$ cat config.mk
export PLATFORM = sky130hd
export DESIGN_NAME = keypad_scanner
export DESIGN_NICKNAME = d
export VERILOG_FILES = /design/src/rtl/keypad_pkg.sv /design/src/rtl/sync_2ff.sv /design/src/rtl/keypad_scanner.sv
export SDC_FILE = /design/constraint.sdc
export NUM_CORES = 1
export LEC_CHECK = 0
export CAP_MARGIN = 10
export CORE_ASPECT_RATIO = 0.75
export CORE_MARGIN = 2
export CORE_UTILIZATION = 50
export CTS_BUF_LIST = sky130_fd_sc_hd__clkbuf_16
export DETAILED_ROUTE_END_ITERATION = 10
export DONT_BUFFER_PORTS = 1
export HOLD_SLACK_MARGIN = 0.02
export PLACE_DENSITY_LB_ADDON = 0.25
export SLEW_MARGIN = 20
export SYNTH_ARGS = -nofsm -noshare
export SYNTH_HDL_FRONTEND = slang
export SYNTH_SLANG_ARGS = --single-unit
$ cat constraint.sdc
create_clock -name clk -period 10.7 [get_ports clk]
set_clock_uncertainty 0.05 [all_clocks]
set_input_delay 1.07 -clock clk [delete_from_list [all_inputs] [get_ports clk]]
set_output_delay 1.07 -clock clk [all_outputs]
set_load 0.01 [all_outputs]
$ cat src/rtl/keypad_pkg.sv
// Shared types and the key map for the 4x4 hex keypad scanner.
package keypad_pkg;

    // Debounced key state.
    typedef enum logic {
        IDLE,
        PRESSED
    } state_t;

    // Classification of one complete 16-position scan.
    typedef enum logic [1:0] {
        NONE,
        SINGLE,
        MULTI
    } kind_t;

    // Hex code for each position, index = row*4 + col, entry 0 in the low nibble.
    //   r0: 1 2 3 A   r1: 4 5 6 B   r2: 7 8 9 C   r3: 0 F E D
    localparam logic [63:0] KEYMAP = 64'hDEF0_C987_B654_A321;

    function automatic logic [3:0] keymap_lookup(input logic [3:0] idx);
        return KEYMAP[{idx, 2'b00} +: 4];
    endfunction

endpackage

$ cat src/rtl/sync_2ff.sv
// Two-flop synchronizer for asynchronous level inputs, parameterized width.
module sync_2ff #(
    parameter int              WIDTH     = 1,
    parameter logic [WIDTH-1:0] RESET_VAL = '0
) (
    input  logic             clk,
    input  logic             rst,
    input  logic [WIDTH-1:0] d,
    output logic [WIDTH-1:0] q
);

    logic [WIDTH-1:0] meta;

    // First stage may go metastable; the second gives it a full cycle to resolve.
    always_ff @(posedge clk) begin
        // NOTE: non-blocking assignments so q takes meta's value from before the edge.
        if (rst) begin
            meta <= RESET_VAL;
            q    <= RESET_VAL;
        end else begin
            meta <= d;
            q    <= meta;
        end
    end

endmodule

$ cat src/rtl/keypad_scanner.sv
// 4x4 hex keypad scanner: row strobing, scan classification, debounce,
// press/release FSM and a 32-bit hex entry shift register.
module keypad_scanner
    import keypad_pkg::*;
#(
    parameter int SCAN_DIV       = 50000,
    parameter int DEBOUNCE_SCANS = 4
) (
    input  logic        clk,
    input  logic        rst,
    output logic [3:0]  row,
    input  logic [3:0]  col,
    input  logic        clear,
    output logic [3:0]  key_code,
    output logic        key_valid,
    output logic        key_held,
    output logic [31:0] num
);

    localparam int                TICK_W    = $clog2(SCAN_DIV);
    localparam int                DB_W      = $clog2(DEBOUNCE_SCANS + 1);
    localparam logic [TICK_W-1:0] TICK_LAST = TICK_W'(SCAN_DIV - 1);
    localparam logic [DB_W-1:0]   DB_STABLE = DB_W'(DEBOUNCE_SCANS);
    localparam logic [DB_W-1:0]   DB_ONE    = DB_W'(1);

    logic [3:0]        col_sync;     // still active-low
    logic [TICK_W-1:0] tick_cnt;
    logic [1:0]        row_idx;
    logic [15:0]       hits;         // active-high, bit row*4 + col
    logic              eval_pending; // high for the cycle after the row-3 sample

    logic [3:0]        hit_idx;
    kind_t             cur_kind;
    logic [3:0]        cur_code;
    kind_t             prev_kind;
    logic [3:0]        prev_code;
    logic [DB_W-1:0]   db_cnt;
    logic [DB_W-1:0]   db_next;
    logic              stable;

    state_t            state;
    state_t            state_next;
    logic              accept;

    // Columns are idle-high, so the synchronizer resets to "no key".
    sync_2ff #(
        .WIDTH    (4),
        .RESET_VAL(4'hF)
    ) u_col_sync (
        .clk(clk),
        .rst(rst),
        .d  (col),
        .q  (col_sync)
    );

    assign row      = ~(4'b0001 << row_idx);
    assign key_held = (state == PRESSED);

    // Row dwell timing: sample columns at the end of each dwell, then move to the next row.
    always_ff @(posedge clk) begin
        if (rst) begin
            tick_cnt     <= '0;
            row_idx      <= '0;
            hits         <= '0;
            eval_pending <= 1'b0;
        end else begin
            eval_pending <= 1'b0;
            if (tick_cnt == TICK_LAST) begin
                tick_cnt                   <= '0;
                hits[{row_idx, 2'b00} +: 4] <= ~col_sync;
                row_idx                    <= row_idx + 2'd1;
                eval_pending               <= (row_idx == 2'd3);
            end else begin
                tick_cnt <= tick_cnt + 1'b1;
            end
        end
    end

    // Classify the completed scan; the code is forced to 0 unless exactly one key is seen.
    always_comb begin
        // NOTE: every output gets a default up front so no path leaves a latch.
        hit_idx  = 4'h0;
        cur_kind = MULTI;
        cur_code = 4'h0;
        for (int i = 0; i < 16; i++) begin
            if (hits[i]) hit_idx = 4'(i);
        end
        if (hits == 16'h0000) begin
            cur_kind = NONE;
        end else if ((hits & (hits - 16'd1)) == 16'h0000) begin
            cur_kind = SINGLE;
            cur_code = keymap_lookup(hit_idx);
        end
    end

    // Count consecutive identical scan results, saturating at the stable threshold.
    always_comb begin
        db_next = DB_ONE;
        if ((cur_kind == prev_kind) && (cur_code == prev_code)) begin
            db_next = (db_cnt == DB_STABLE) ? DB_STABLE : db_cnt + DB_ONE;
        end
        stable = eval_pending && (db_next == DB_STABLE);
    end

    // Remember the last scan result and run count; updated once per full scan.
    always_ff @(posedge clk) begin
        if (rst) begin
            prev_kind <= NONE;
            prev_code <= 4'h0;
            db_cnt    <= '0;
        end else if (eval_pending) begin
            prev_kind <= cur_kind;
            prev_code <= cur_code;
            db_cnt    <= db_next;
        end
    end

    // Debounced key state register.
    always_ff @(posedge clk) begin
        if (rst) begin
            state <= IDLE;
        end else begin
            state <= state_next;
        end
    end

    // Accept a stable single key from IDLE; leave PRESSED only on a stable empty scan.
    always_comb begin
        state_next = state;
        accept     = 1'b0;
        case (state)
            IDLE: begin
                if (stable && (cur_kind == SINGLE)) begin
                    state_next = PRESSED;
                    accept     = 1'b1;
                end
            end
            PRESSED: begin
                if (stable && (cur_kind == NONE)) begin
                    state_next = IDLE;
                end
            end
            default: state_next = IDLE;
        endcase
    end

    // Registered key outputs and the entry shift register; clear beats a same-cycle shift.
    always_ff @(posedge clk) begin
        if (rst) begin
            key_valid <= 1'b0;
            key_code  <= 4'h0;
            num       <= '0;
        end else begin
            key_valid <= accept;
            if (accept) begin
                key_code <= cur_code;
            end
            if (clear) begin
                num <= '0;
            end else if (accept) begin
                num <= {num[27:0], cur_code};
            end
        end
    end

endmodule
==> results.sh, run 1 <==
export IMPL_cts_root_buf="sky130_fd_sc_hd__clkbuf_16"
export IMPL_yosys_area_top_type="sky130_fd_sc_hd__dfxtp_1"
export IMPL_worst_hold_path_type="register to register"
export IMPL_drtAntennaViolNets=0
export IMPL_netlist_instances=468
export IMPL_drt_pre_antenna_iters=4
export IMPL_final_net_count=475
export IMPL_final_max_slew_viol_count=0
export IMPL_synth_net_count=485
export IMPL_instances_no_fill=568
export IMPL_worstPathCellList="or3_1 -> o31ai_1 -> nor2_1 -> nor2_1 -> ha_1 -> inv_1 -> nor2_1 -> a211oi_1 -> o31ai_1 -> nor3_2 -> and4bb_1 -> and4_4 -> mux2_4"
export IMPL_start_kind="register"
export IMPL_postLayoutCoreUtil_pct=55.9
export IMPL_floorplan_die_area_sq_um=9190
export IMPL_filler_cell_count=715
export IMPL_synth_edff_count=0
export IMPL_cp_data_arrival_time_ns=4.19
export IMPL_remaining_drc_errors=0
export IMPL_critical_path_buf_inv_count=1
export IMPL_die_height_um=83.5
export IMPL_worstPathRequired_ns=10.88
export IMPL_wl_per_cell_um=14.8
export IMPL_worst_slew_pin_transition_ns=0.624
export IMPL_postSynth_topFlopCell="sky130_fd_sc_hd__dfxtp_1"
export IMPL_cts_hold_buffers_added=0
export IMPL_core_sq_um=8020
export IMPL_pin_count_of_the_biggest_net_entering_global_routing=42
export IMPL_crit_type="register to register"
export IMPL_max_vdd_ir_drop_mv=0.125
export IMPL_number_of_endpoints_with_negative_hold_slack_in_the_final_report=0
export IMPL_grt_setup_unrepaired="no"
export IMPL_port_buffer_count=0
export IMPL_clkSlewWorstSetupHoldPaths_ns=0.06
export IMPL_netlist_top_cells_area="sky130_fd_sc_hd__dfxtp_1 (43%), sky130_fd_sc_hd__mux2i_1 (9.3%), sky130_fd_sc_hd__nor2_1 (5.4%)"
export IMPL_p_leak_uw=0.00162
export IMPL_post_synth_num_cell_types=61
export IMPL_fin_tns_setup_ns=0
export IMPL_drv_cap=0
export IMPL_cts_tree="done"
export IMPL_grt_antenna_before_repair=0
export IMPL_family_with_the_most_delay_on_the_worst_path="simple AND/OR/NAND/NOR gates"
export IMPL_synth_sequential_area_ratio_pct=42.8
export IMPL_cts_resized=0
export IMPL_synthesis_area_sq_um=4210
export IMPL_total_vias_in_the_final_route=3142
export IMPL_groute_usage_overall_pct=19.7
export IMPL_share_comb_of_total_power_pct=1.0
export IMPL_power_clock_fraction_pct=47.3
export IMPL_syn_avg_cell_area_sq_um=9.00
export IMPL_number_of_clock_buffers_inserted_by_tritoncts=9
export IMPL_antenna_cells=0
export IMPL_drt_first_iter_violations=190
export IMPL_clock_sinks=90
export IMPL_cell_repeated_most_along_the_worst_path="sky130_fd_sc_hd__nor2_1"
export IMPL_capturing_element_type_of_the_critical_path="register"
export IMPL_wire_length_of_the_first_global_routing_pass_mm=14.4
export IMPL_swShare_pct=20.7
export IMPL_starting_density_of_the_core_pct=52.5
export IMPL_insertion_delay_ns=0.34
export IMPL_post_cts_repair_setup_buffers=0
export IMPL_dp_hpwl_mm=5.80
export IMPL_buffer_depth_of_the_longest_clock_path=2
export IMPL_yosysMostFrequentCell="sky130_fd_sc_hd__dfxtp_1"
export IMPL_status="completed"
export IMPL_setup_violations=0
export IMPL_critPathMaxFanout=36
export IMPL_avgViaCountPerCell=5.53
export IMPL_cell_total_after_placement=552
export IMPL_share_of_the_synthesized_area_in_the_top_cell_type_pct=42.8
export IMPL_placement_rows=28
export IMPL_period_minus_slack_ns=4.01
export IMPL_gp_congestion=0.859
export IMPL_io_pin_count=49
export IMPL_post_route_period_util_pct=37.5
export IMPL_synthesis_yosys_warnings=0
export IMPL_max_slew_margin_rel_pct=58.4
export IMPL_residual_overflow_from_global_routing=0
export IMPL_chipWidth_um=110
export IMPL_htree_levels=3
export IMPL_flow_area_growth_from_synthesis_pct=6.35
export IMPL_ys_ff_latch=90
export IMPL_synth_top_cells_by_count="sky130_fd_sc_hd__dfxtp_1 (90), sky130_fd_sc_hd__nor2_1 (61), sky130_fd_sc_hd__nand2_1 (53), sky130_fd_sc_hd__mux2i_1 (39), sky130_fd_sc_hd__a21oi_1 (26)"
export IMPL_max_stage_delay_ns=0.69
export IMPL_wl_mm=8.41
export IMPL_post_route_cells_drive_above_1_share_pct=9.72
export IMPL_first_global_vias=2914
export IMPL_timing_critical_path_slowest_stage_cell="sky130_fd_sc_hd__and4_4"
export IMPL_asyncSetResetFlopFracSynth_pct=0
export IMPL_fmax_mhz=249
export IMPL_power_per_cell_area_nw_per_um2=146
export IMPL_seq_power_share_pct=51.7
export IMPL_p_switching_uw=136
export IMPL_internal_power_uw=520
-- cells in the final DEF, fill, tap and decap left out, types with 4 or more instances in the layout --
master / count
sky130_fd_sc_hd__a211oi_1: 5
sky130_fd_sc_hd__a21oi_1: 26
sky130_fd_sc_hd__and3_1: 5
sky130_fd_sc_hd__clkbuf_16: 9
sky130_fd_sc_hd__dfxtp_1: 90
sky130_fd_sc_hd__ha_1: 10
sky130_fd_sc_hd__inv_1: 16
sky130_fd_sc_hd__mux2i_1: 39
sky130_fd_sc_hd__nand2_1: 53
sky130_fd_sc_hd__nand2b_1: 4
sky130_fd_sc_hd__nand3_1: 11
sky130_fd_sc_hd__nand4_1: 6
sky130_fd_sc_hd__nor2_1: 60
sky130_fd_sc_hd__nor3_1: 23
sky130_fd_sc_hd__nor4_1: 5
sky130_fd_sc_hd__o21ai_0: 5
sky130_fd_sc_hd__o31ai_1: 4
sky130_fd_sc_hd__or2_2: 11
sky130_fd_sc_hd__or3_1: 6
sky130_fd_sc_hd__or4_1: 5
sky130_fd_sc_hd__xnor2_1: 10
sky130_fd_sc_hd__xor2_1: 7
-- worst register-to-register path, stage by stage, from the launching register on --
cell	delay, ns
sky130_fd_sc_hd__dfxtp_1	0.39
sky130_fd_sc_hd__or3_1	0.43
sky130_fd_sc_hd__o31ai_1	0.41
sky130_fd_sc_hd__nor2_1	0.09
sky130_fd_sc_hd__nor2_1	0.10
sky130_fd_sc_hd__ha_1	0.17
sky130_fd_sc_hd__inv_1	0.04
sky130_fd_sc_hd__nor2_1	0.09
sky130_fd_sc_hd__a211oi_1	0.06
sky130_fd_sc_hd__o31ai_1	0.50
sky130_fd_sc_hd__nor3_2	0.07
sky130_fd_sc_hd__and4bb_1	0.44
sky130_fd_sc_hd__and4_4	0.69
sky130_fd_sc_hd__mux2_4	0.35
-- through the flow --
stage	hold slack, ns	instance area [sq um]	total power [uW]	setup WS, ns
2_1_floorplan	0.339	4210	353	7.35
3_3_place_gp	0.341	4190	353	6.90
3_5_place_dp	0.345	4190	354	6.72
4_1_cts	0.360	4480	664	6.71
5_1_grt	0.364	4480	679	6.31
6_report	0.356	4480	656	6.69
-- flip-flops by register name (all words and copies together) (netlist names), 2 cells and up --
signal / count
u_col_sync.meta: 4
u_col_sync.q: 4
hits: 16
row_idx: 2
prev_kind: 2
prev_code: 4
db_cnt: 3
num: 32
tick_cnt: 16
key_code: 4
-- layout make-up --
cell class	count	area, sq um	area share, %
multi-input cells	339	2180	48.7
clock buffers	9	225	5.03
inverters	16	60.1	1.34
repair buffers	2	15.0	0.335
clock inverters	7	67.6	1.51
well taps	105	131	2.93
flip-flops and latches	90	1800	40.2
-- cell families (layout without fill, tap and decap cells) --
group / count (synthesis) / after routing / synth area share, %
AO/OA/AOI/OAI: 59 / 59 / 9.68
XOR/XNOR: 18 / 18 / 4.19
adder cells (fa/ha/maj): 11 / 11 / 3.21
buffers and inverters: 39 / 34 / 5.55
flip-flops: 90 / 90 / 42.8
multiplexers: 41 / 41 / 9.89
AND/OR/NAND/NOR: 210 / 210 / 24.7
-- path summary, 6_finish.rpt --
kind	start	to	slack (ns)	cells after the start
setup / recovery	hits[11]	key_code[1]	6.69	13
hold / removal	u_col_sync.meta[2]	u_col_sync.q[2]	0.36	1
setup reg to reg	hits[11]	key_code[1]	6.69	13
hold reg to reg	u_col_sync.meta[2]	u_col_sync.q[2]	0.36	1
-- power by group through the flow --
stage	Combinational (uW)	Sequential [uW]	Clock, uW
after CTS	6.95	339	318
after floorplan	7.31	346	0
after global routing	7.85	339	332
after detailed placement	6.86	347	0
after global placement	6.72	347	0
final	6.81	339	310
-- routing by layer --
| layer | part of all wire [%] | routed length (um) | track usage [%] | vias up |
|---|---|---|---|---|
| met5 | 0 | 0 | 0 | - |
| met4 | 1.5 | 128 | 5.41 | 0 |
| met3 | 5.7 | 479 | 7.57 | 11 |
| met2 | 45 | 3800 | 28.6 | 63 |
| met1 | 48 | 4010 | 27.3 | 1457 |
| li1 | - | - | - | 1611 |
No activity file was read; power rests on OpenSTA's default activity.
==> run 2: changes to the inputs <==
clock period = 4 ns   (was 10.7 ns; I/O delays follow)
==> results.sh, run 2 (synthesis results as in run 1) <==
export IMPL_cts_root_buf="sky130_fd_sc_hd__clkbuf_16"
export IMPL_dp_hpwl_mm=5.90
export IMPL_largest_register_ffs=32
export IMPL_residual_overflow_from_global_routing=0
export IMPL_wl_mm=8.38
export IMPL_critical_path_buf_inv_count=1
export IMPL_dpl_cell_area_sq_um=4220
export IMPL_cp_data_arrival_time_ns=3.83
export IMPL_start_kind="register"
export IMPL_wire_length_of_the_first_global_routing_pass_mm=14.6
export IMPL_final_net_count=477
export IMPL_layout_commonest_cell="sky130_fd_sc_hd__dfxtp_1"
export IMPL_htree_levels=3
export IMPL_worstPathRequired_ns=4.22
export IMPL_cts_tree="done"
export IMPL_fmax_mhz=277
export IMPL_avgViaCountPerCell=5.52
export IMPL_flow_area_growth_from_synthesis_pct=6.59
export IMPL_timing_critical_path_slowest_stage_cell="sky130_fd_sc_hd__or4_4"
export IMPL_starting_density_of_the_core_pct=52.5
export IMPL_post_route_period_util_pct=90.3
export IMPL_placement_rows=28
export IMPL_drt_first_iter_violations=186
export IMPL_antenna_cells=0
export IMPL_cts_resized=0
export IMPL_filler_cell_count=738
export IMPL_multi_input_area_sq_um=2190
export IMPL_highest_count_cells_in_the_layout_ignoring_fill_and_taps="sky130_fd_sc_hd__dfxtp_1 (90), sky130_fd_sc_hd__nor2_1 (60), sky130_fd_sc_hd__nand2_1 (53)"
export IMPL_buffer_depth_of_the_longest_clock_path=2
export IMPL_wl_per_cell_um=14.7
export IMPL_max_stage_delay_ns=0.58
export IMPL_regMostFlops="num"
export IMPL_worst_hold_path_type="primary input to register"
export IMPL_period_minus_slack_ns=3.61
export IMPL_groute_usage_overall_pct=20.0
export IMPL_max_slew_margin_rel_pct=58.2
export IMPL_io_pin_count=49
export IMPL_grt_setup_unrepaired="no"
export IMPL_drt_pre_antenna_iters=4
export IMPL_floorplan_die_area_sq_um=9190
export IMPL_first_global_vias=3014
export IMPL_setup_violations=0
export IMPL_insertion_delay_ns=0.34
export IMPL_finish_instance_area_sq_um=4490
export IMPL_die_height_um=83.5
export IMPL_p_leak_uw=0.00161
export IMPL_grt_antenna_before_repair=0
export IMPL_worstPathCellList="or4_4 -> or3_1 -> o31ai_1 -> o2111ai_2 -> or2_4 -> o21ai_0 -> and4bb_1 -> and4_4 -> buf_12 -> mux2i_1"
export IMPL_capturing_element_type_of_the_critical_path="register"
export IMPL_final_max_slew_viol_count=0
export IMPL_total_vias_in_the_final_route=3146
export IMPL_port_buffer_count=0
export IMPL_crit_type="register to register"
export IMPL_family_with_the_most_delay_on_the_worst_path="simple AND/OR/NAND/NOR gates"
export IMPL_number_of_clock_buffers_inserted_by_tritoncts=9
export IMPL_gp_congestion=0.838
export IMPL_clkSlewWorstSetupHoldPaths_ns=0.06
export IMPL_register_area_sq_um=1800
export IMPL_cell_total_after_placement=554
export IMPL_power_per_cell_area_nw_per_um2=378
export IMPL_final_setup_worst_slack_ns=0.390
export IMPL_instances_no_fill=570
export IMPL_largestRegisters="num (32), hits (16), tick_cnt (16)"
export IMPL_number_of_endpoints_with_negative_hold_slack_in_the_final_report=0
export IMPL_post_route_cells_drive_above_1_share_pct=10.3
export IMPL_status="completed"
export IMPL_clock_sinks=90
export IMPL_remaining_drc_errors=0
export IMPL_core_sq_um=8020
export IMPL_critPathMaxFanout=32
export IMPL_cts_hold_buffers_added=0
export IMPL_max_vdd_ir_drop_mv=0.249
export IMPL_drtAntennaViolNets=0
export IMPL_post_cts_repair_setup_buffers=0
export IMPL_fin_tns_setup_ns=0
export IMPL_placement_setup_worst_slack_ns=0.301
export IMPL_worst_slew_pin_transition_ns=0.619
export IMPL_pin_count_of_the_biggest_net_entering_global_routing=42
export IMPL_chipWidth_um=110
export IMPL_drv_cap=0
run 2: cell types whose count changed in the layout (fill, tap and decap cells not counted), sizes merged:
cell | before | now
buf | 2 | 4
bufinv | 1 | 0
clkinvlp | 1 | 2
run 2: area by class of cell:
class	instances	share of cell area, %
clock buffers	9	5.01
clock inverters	7	1.00
well taps	105	2.92
repair buffers	4	0.947
inverters	16	1.34
multi-input cells	339	48.7
flip-flops and latches	90	40.1
run 2: final timing paths:
kind / from / to / slack, ns / cells after the start
worst max register to register: hits[8] / num[24] / 0.39 / 10
worst min-delay path: rst / prev_code[0] / 0.08 / 1
worst min register to register: u_col_sync.meta[1] / u_col_sync.q[1] / 0.36 / 1
worst max-delay path: hits[8] / num[24] / 0.39 / 10
run 2: per-layer routing:
| metal | vias up | global-route usage [%] | wire [um] |
|---|---|---|---|
| met5 | - | 0 | 0 |
| met4 | 0 | 7.13 | 128 |
| met3 | 9 | 6.64 | 383 |
| met2 | 38 | 29.4 | 3730 |
| met1 | 1481 | 27.1 | 4140 |
| li1 | 1618 | - | - |
run 2: report_power, final:
group	switching (uW)	internal, uW	total [uW]
combinational	12.2	6.48	18.7
sequential	4.92	902	907
clock	351	419	770
run 2: metrics by stage:
step	hold WS, ns	power (uW)	utilization (%)
4_1_cts	0.0656	1720	55.9
2_1_floorplan	0.339	945	-
6_report	0.0798	1700	56.0
3_3_place_gp	0.341	946	52.6
3_5_place_dp	0.344	946	52.6
5_1_grt	0.0662	1760	56.0
